File: config.mk
export PLATFORM = sky130hd
export DESIGN_NAME = forward_ctrl
export DESIGN_NICKNAME = d
export VERILOG_FILES = /design/src/rtl/forward_ctrl.sv
export SDC_FILE = /design/constraint.sdc
export NUM_CORES = 1
export LEC_CHECK = 0
export BUFFER_PORTS_ARGS = -buffer_cell sky130_fd_sc_hd__clkbuf_2
export CORE_MARGIN = 2
export CORE_UTILIZATION = 47
export DETAILED_ROUTE_END_ITERATION = 16
export HOLD_SLACK_MARGIN = 0.03
export PLACE_DENSITY_LB_ADDON = 0.08
export SLEW_MARGIN = 10
export SYNTH_ARGS = -nofsm -noshare
export SYNTH_HDL_FRONTEND = slang
export SYNTH_SLANG_ARGS = --single-unit
File: constraint.sdc
create_clock -name clk -period 2.4 [get_ports clk]
set_input_delay 0.48 -clock clk [delete_from_list [all_inputs] [get_ports clk]]
set_output_delay 0.48 -clock clk [all_outputs]
set_load 0.03 [all_outputs]
File: src/rtl/forward_ctrl.sv
// Operand forwarding and load-use stall control for a 5-stage pipeline.
// Optional stall counter: define FWD_PERF_CNT_EN to add the stall_count port.
module forward_ctrl #(
  parameter int unsigned REG_W    = 5,
  parameter int unsigned ZERO_REG = 31
) (
  input  logic             clk,
  input  logic             reset,
  input  logic             id_valid,
  input  logic [REG_W-1:0] id_rn,
  input  logic [REG_W-1:0] id_rm,
  input  logic [REG_W-1:0] id_rd,
  input  logic             id_regwrite,
  input  logic             id_memread,
  input  logic             flush,
  output logic             a_sel1,
  output logic             a_sel0,
  output logic             b_sel1,
  output logic             b_sel0,
  output logic             stall
`ifdef FWD_PERF_CNT_EN
  ,
  output logic [31:0]      stall_count
`endif
);

  localparam logic [REG_W-1:0] ZERO_RD = REG_W'(ZERO_REG);

  typedef struct packed {
    logic             valid;
    logic [REG_W-1:0] rd;
    logic             regwrite;
    logic             memread;
  } entry_t;

  entry_t ex_q;
  entry_t mem_q;

  // An entry produces src when it is a live writer of a non-zero register.
  function automatic logic hit(input entry_t e, input logic [REG_W-1:0] src);
    return e.valid && e.regwrite && (e.rd == src) && (e.rd != ZERO_RD);
  endfunction

  logic a_ex, a_mem, b_ex, b_mem;

  always_comb begin
    a_ex   = 1'b0;
    a_mem  = 1'b0;
    b_ex   = 1'b0;
    b_mem  = 1'b0;
    a_sel1 = 1'b0;
    a_sel0 = 1'b0;
    b_sel1 = 1'b0;
    b_sel0 = 1'b0;
    stall  = 1'b0;
    if (!reset && id_valid) begin
      a_ex   = hit(ex_q, id_rn);
      a_mem  = hit(mem_q, id_rn);
      b_ex   = hit(ex_q, id_rm);
      b_mem  = hit(mem_q, id_rm);
      // EX is the youngest producer, so it wins over MEM.
      a_sel1 = a_ex | a_mem;
      a_sel0 = a_ex;
      b_sel1 = b_ex | b_mem;
      b_sel0 = b_ex;
      stall  = !flush && ex_q.memread && (a_ex || b_ex);
    end
  end

  // Tracking pipeline: a stalled or flushed decode slot enters EX as a bubble.
  always_ff @(posedge clk or posedge reset) begin
    if (reset) begin
      ex_q  <= '0;
      mem_q <= '0;
    end else begin
      if (!stall && id_valid && !flush) begin
        ex_q.valid    <= 1'b1;
        ex_q.rd       <= id_rd;
        ex_q.regwrite <= id_regwrite;
        ex_q.memread  <= id_memread;
      end else begin
        ex_q <= '0;
      end
      mem_q <= ex_q;
    end
  end

`ifdef FWD_PERF_CNT_EN
  // Saturating count of stall cycles.
  always_ff @(posedge clk or posedge reset) begin
    if (reset) begin
      stall_count <= 32'd0;
    end else if (stall && (stall_count != 32'hFFFF_FFFF)) begin
      stall_count <= stall_count + 32'd1;
    end
  end
`endif

endmodule

Word-level counts from Yosys, hierarchy flattened. Index checks and enable logic that the tools add are counted.

Logic and storage cells: 40. Input bits: 21. Output and inout port bits: 5. Register bits after elaboration: 15.

Mux-type cells: 6. Reductions and logical operators: 19. Bitwise operators: 2. Equality and inequality tests: 6.

Operators by type and width (count): equality test 5 bit (4); logical AND 1 bit (15); inequality test 5 bit (second input constant) (2); two-way mux 8 bit (1); two-way mux 1 bit (5); zero test 1 bit (3); OR 1 bit (2); logical OR 1 bit (1).

Logic depth before layout (Yosys ltp).
Depth after elaboration: 10. Gate-level depth with buffers: 5. Gate-level depth less buffers: 5.

Least setup slack after synthesis. OpenSTA, ideal clock, no wires.

Path type: input to output. Start: input port id_rn[0]. End: output port a_sel1. Setup slack: 0.108 ns. Cell stages on the path: 5. Required time: 1.920 ns. Arrival: 1.812 ns. Buffers on the path: 0. Path through: xor2_1 -> nor3_2 -> nand3_1 -> nor2b_1 -> o21bai_1.

Longest elaborated chain between the ends: 5.

RTL lines: start, declared (RTL line 10) `input logic [REG_W-1:0] id_rn,`; equality test 5 bit (RTL line 41) `return e.valid && e.regwrite && (e.rd == src) && (e.rd != ZERO_RD);`; logical AND 1 bit (2 in a row) (RTL line 41); OR 1 bit (*) (RTL line 62) `a_sel1 = a_ex | a_mem;`; two-way mux 1 bit (*) (RTL line 56) `if (!reset && id_valid) begin`; end, declared (RTL line 16) `output logic a_sel1,`.

Mark *: on every way between the ends. The rest lies on a longest branch, timed or not.

Worst setup path after layout.
Start: register ex_q[4] (netlist name). End: output port b_sel1.

Longest elaborated chain between the ends: 5.

RTL lines: start, declared (RTL line 36) `entry_t ex_q;`; equality test 5 bit (RTL line 41); logical AND 1 bit (RTL line 41); logical AND 1 bit (*) (RTL line 41); OR 1 bit (*) (RTL line 64) `b_sel1 = b_ex | b_mem;`; two-way mux 1 bit (*) (RTL line 56); end, declared (RTL line 18) `output logic b_sel1,`.

Marks and branches as above.

==> flow_summary.json <==
{
  "dp_hpwl_mm": 1.17,
  "first_pass_iters": 2,
  "fin_util_pct": 62.3,
  "p_sw_mw": 0.111,
  "clkLatencyLatePin_ps": 270,
  "n_antenna_cell": 0,
  "power_frac_comb_pct": 13.6,
  "drt_iter0_markers": 2,
  "cp-start-kind": "flip-flop",
  "dieArea_um2": 1970,
  "cp_top_family": "simple AND/OR/NAND/NOR gates",
  "root_buffer": "clkbuf_4",
  "fin_crit_sh_pct": 94.1,
  "hold_violations": 0,
  "yosysTopAreaCell": "dfrtp_1",
  "vias": 582,
  "grt_pass1_vias": 580,
  "place_congestion": 0.790,
  "pwr-share-seq_pct": 57.8,
  "tns_ps": 0,
  "worstHoldPathType": "in -> async",
  "p_leak_nw": 0.486,
  "outcome": "finished clean",
  "crit_fanout": 4,
  "synth_cell_type_count": 21,
  "slowest_delay_ps": 430,
  "routed_via_density": 4.85,
  "use_met3_pct": 2.45,
  "timing.rr.start": "ex_q[4]",
  "grt_use_met2_pct": 28.8,
  "setup_violations": 0,
  "yosysMostFrequentCell": "dfrtp_1",
  "stdcell_area_um2": 950,
  "htreeDepth": 1,
  "core-area_um2": 1520,
  "syn_nets": 95,
  "cts_sinks": 15,
  "die_w_um": 44.3,
  "ys_ff_latch": 15,
  "rsz0062_at_grt": "false",
  "skew_ps": 1.76,
  "synth_top_area_share_pct": 49.1,
  "area_delta_synth_final_pct": 24.2,
  "crit_arrival_ps": 1780,
  "cts_tree": "done",
  "p_int_mw": 0.359,
  "wire_per_inst_um": 11.4,
  "async_flop_share_pct": 100,
  "switching_share_pct": 23.5,
  "use_met1_pct": 21.1,
  "synthFlopType": "dfrtp_1",
  "critPathKind": "reg -> out",
  "numCtsBuffers": 3,
  "clk_pin_slew_worst_paths_ps": 80,
  "synth_edf_count": 0,
  "clkPwrFrac_pct": 28.6,
  "path_buf_inv": 1,
  "io_buffers": 25,
  "ys.warnings.count": 0,
  "r2r_end": "ex_q[1]",
  "synth.top_cells.by_area": "dfrtp_1, xor2_1, xnor2_1",
  "r2r_slack_ps": 900,
  "start_util_pct": 50.2,
  "fp.dieH_um": 44.3,
  "worst_slew_pin_slew_ps": 445,
  "synth_commonest_cells": "dfrtp_1, xor2_1, nand2_1",
  "grt-busiest-layer": "met2",
  "grt_util_all_layers_pct": 16.8,
  "grt_pass1_wl_mm": 2.39,
  "clockBufferDepth": 2,
  "place_area_um2": 921,
  "maxSlewViolCount": 0,
  "cts_setup_buffers": 0,
  "drc": 0,
  "total_power_mw": 0.470,
  "finalCriticalPeriod_ps": 2260,
  "peakVddDrop_mv": 0.296,
  "syn_avg_cell_area_um2": 10.3,
  "reg2reg_depth": 6,
  "synth_area_um2": 764,
  "pwr_density_cell_nw_per_um2": 495,
  "drive_above_1_share_pct": 31.7,
  "worstPathCellList": "xor2_1 -> nor3_1 -> nand3_1 -> nor2b_2 -> a31o_1 -> clkbuf_2",
  "fmaxAchievable_mhz": 443,
  "gr-total-overflow": 0,
  "seq_area_frac_synth_pct": 49.1,
  "grt_max_degree": 16,
  "rows": 14,
  "synth_cells": 74,
  "drv_cap": 0,
  "nNetsFinal": 126,
  "slew_headroom_pct": 70.3,
  "wl_mm": 1.37,
  "postRouteAntennaNets": 0,
  "antenna_found_initial": 0,
  "critical_path_required_ps": 1920,
  "end_kind": "output port",
  "num_io_pins": 26,
  "crit_slowest_cell": "dfrtp_1"
}
-- metrics by stage --
stage               hold WS (ps)  std cells  worst slack, ps
CTS                          206        120             71.1
detailed placement           360        116              240
floorplan                    354         74              108
global route                 267        120            0.185
finish                       205        120              141
global placement             359        116              313
-- worst max-delay path by stage --
stage                     slack, ps  depth (start not counted)     start     end
final                           140                          6   ex_q[4]  b_sel1
after global routing            0.2                          6   ex_q[4]  b_sel1
after CTS                        70                          6   ex_q[4]  b_sel1
after detailed placement        240                          7  id_rm[2]  b_sel1
after global placement          310                          7  id_rm[2]  b_sel1
after floorplan                 110                          5  id_rn[0]  a_sel1
-- layer usage --
layer | routed length, µm | vias up
met3 | 74 | 2
li1 | - | 303
met4 | 10 | 0
met2 | 692 | 20
met5 | 0 | -
met1 | 593 | 257
-- registers in the layout, indices dropped and copies added, names as in the netlist --
| signal | cells |
|---|---|
| ex_q | 8 |
| mem_q | 7 |
-- logic make-up after synthesis --
family	count (synthesis)	synth area share (%)
buf+inv	2	0.981
flops	15	49.1
xor+xnor	20	22.9
compound gates	5	5.73
simple gates	32	21.3
-- worst reg2reg max path, cell delays in order, from the launching register on --
cell,delay [ps]
dfrtp_1,430
xor2_1,170
nor3_1,210
nand3_1,190
a21oi_4,180
buf_4,160
nor2_1,50
-- layout by cell type (no fill, tap or decap), types with 2 or more instances in the layout --
cell type,Yosys,final
clkbuf_2,0,25
dfrtp_1,15,15
xor2_1,12,12
nand2_1,9,9
xnor2_1,8,8
nor2_1,7,7
nand3_1,4,4
nor2b_1,4,3
clkbuf_4,0,3
nor3_1,2,2
buf_4,0,2
-- power by group through the flow --
| stage | combinational, mW | clock [mW] | sequential, mW |
|---|---|---|---|
| 4_1_cts | 0.0649 | 0.140 | 0.272 |
| 5_1_grt | 0.0726 | 0.151 | 0.273 |
| 3_5_place_dp | 0.0646 | 0 | 0.277 |
| 3_3_place_gp | 0.0640 | 0 | 0.276 |
| 6_report | 0.0638 | 0.135 | 0.272 |
| 2_1_floorplan | 0.0362 | 0 | 0.275 |
-- area by class of cell --
cell class,count,area [µm²]
repair buffers,27,140
fillers,151,574
flip-flops and latches,15,375
clock buffers,4,26.3
inverters,1,3.75
multi-input cells,57,384
well taps,16,20.0
-- repair_timing --
| action | 4_1_cts | 5_1_grt |
|---|---|---|
| hold buffers | 0 | 0 |
| gates resized for setup | 0 | 1 |
| endpoints found under the setup margin | 0 | 1 |
No activity file was read; power rests on OpenSTA's default activity.
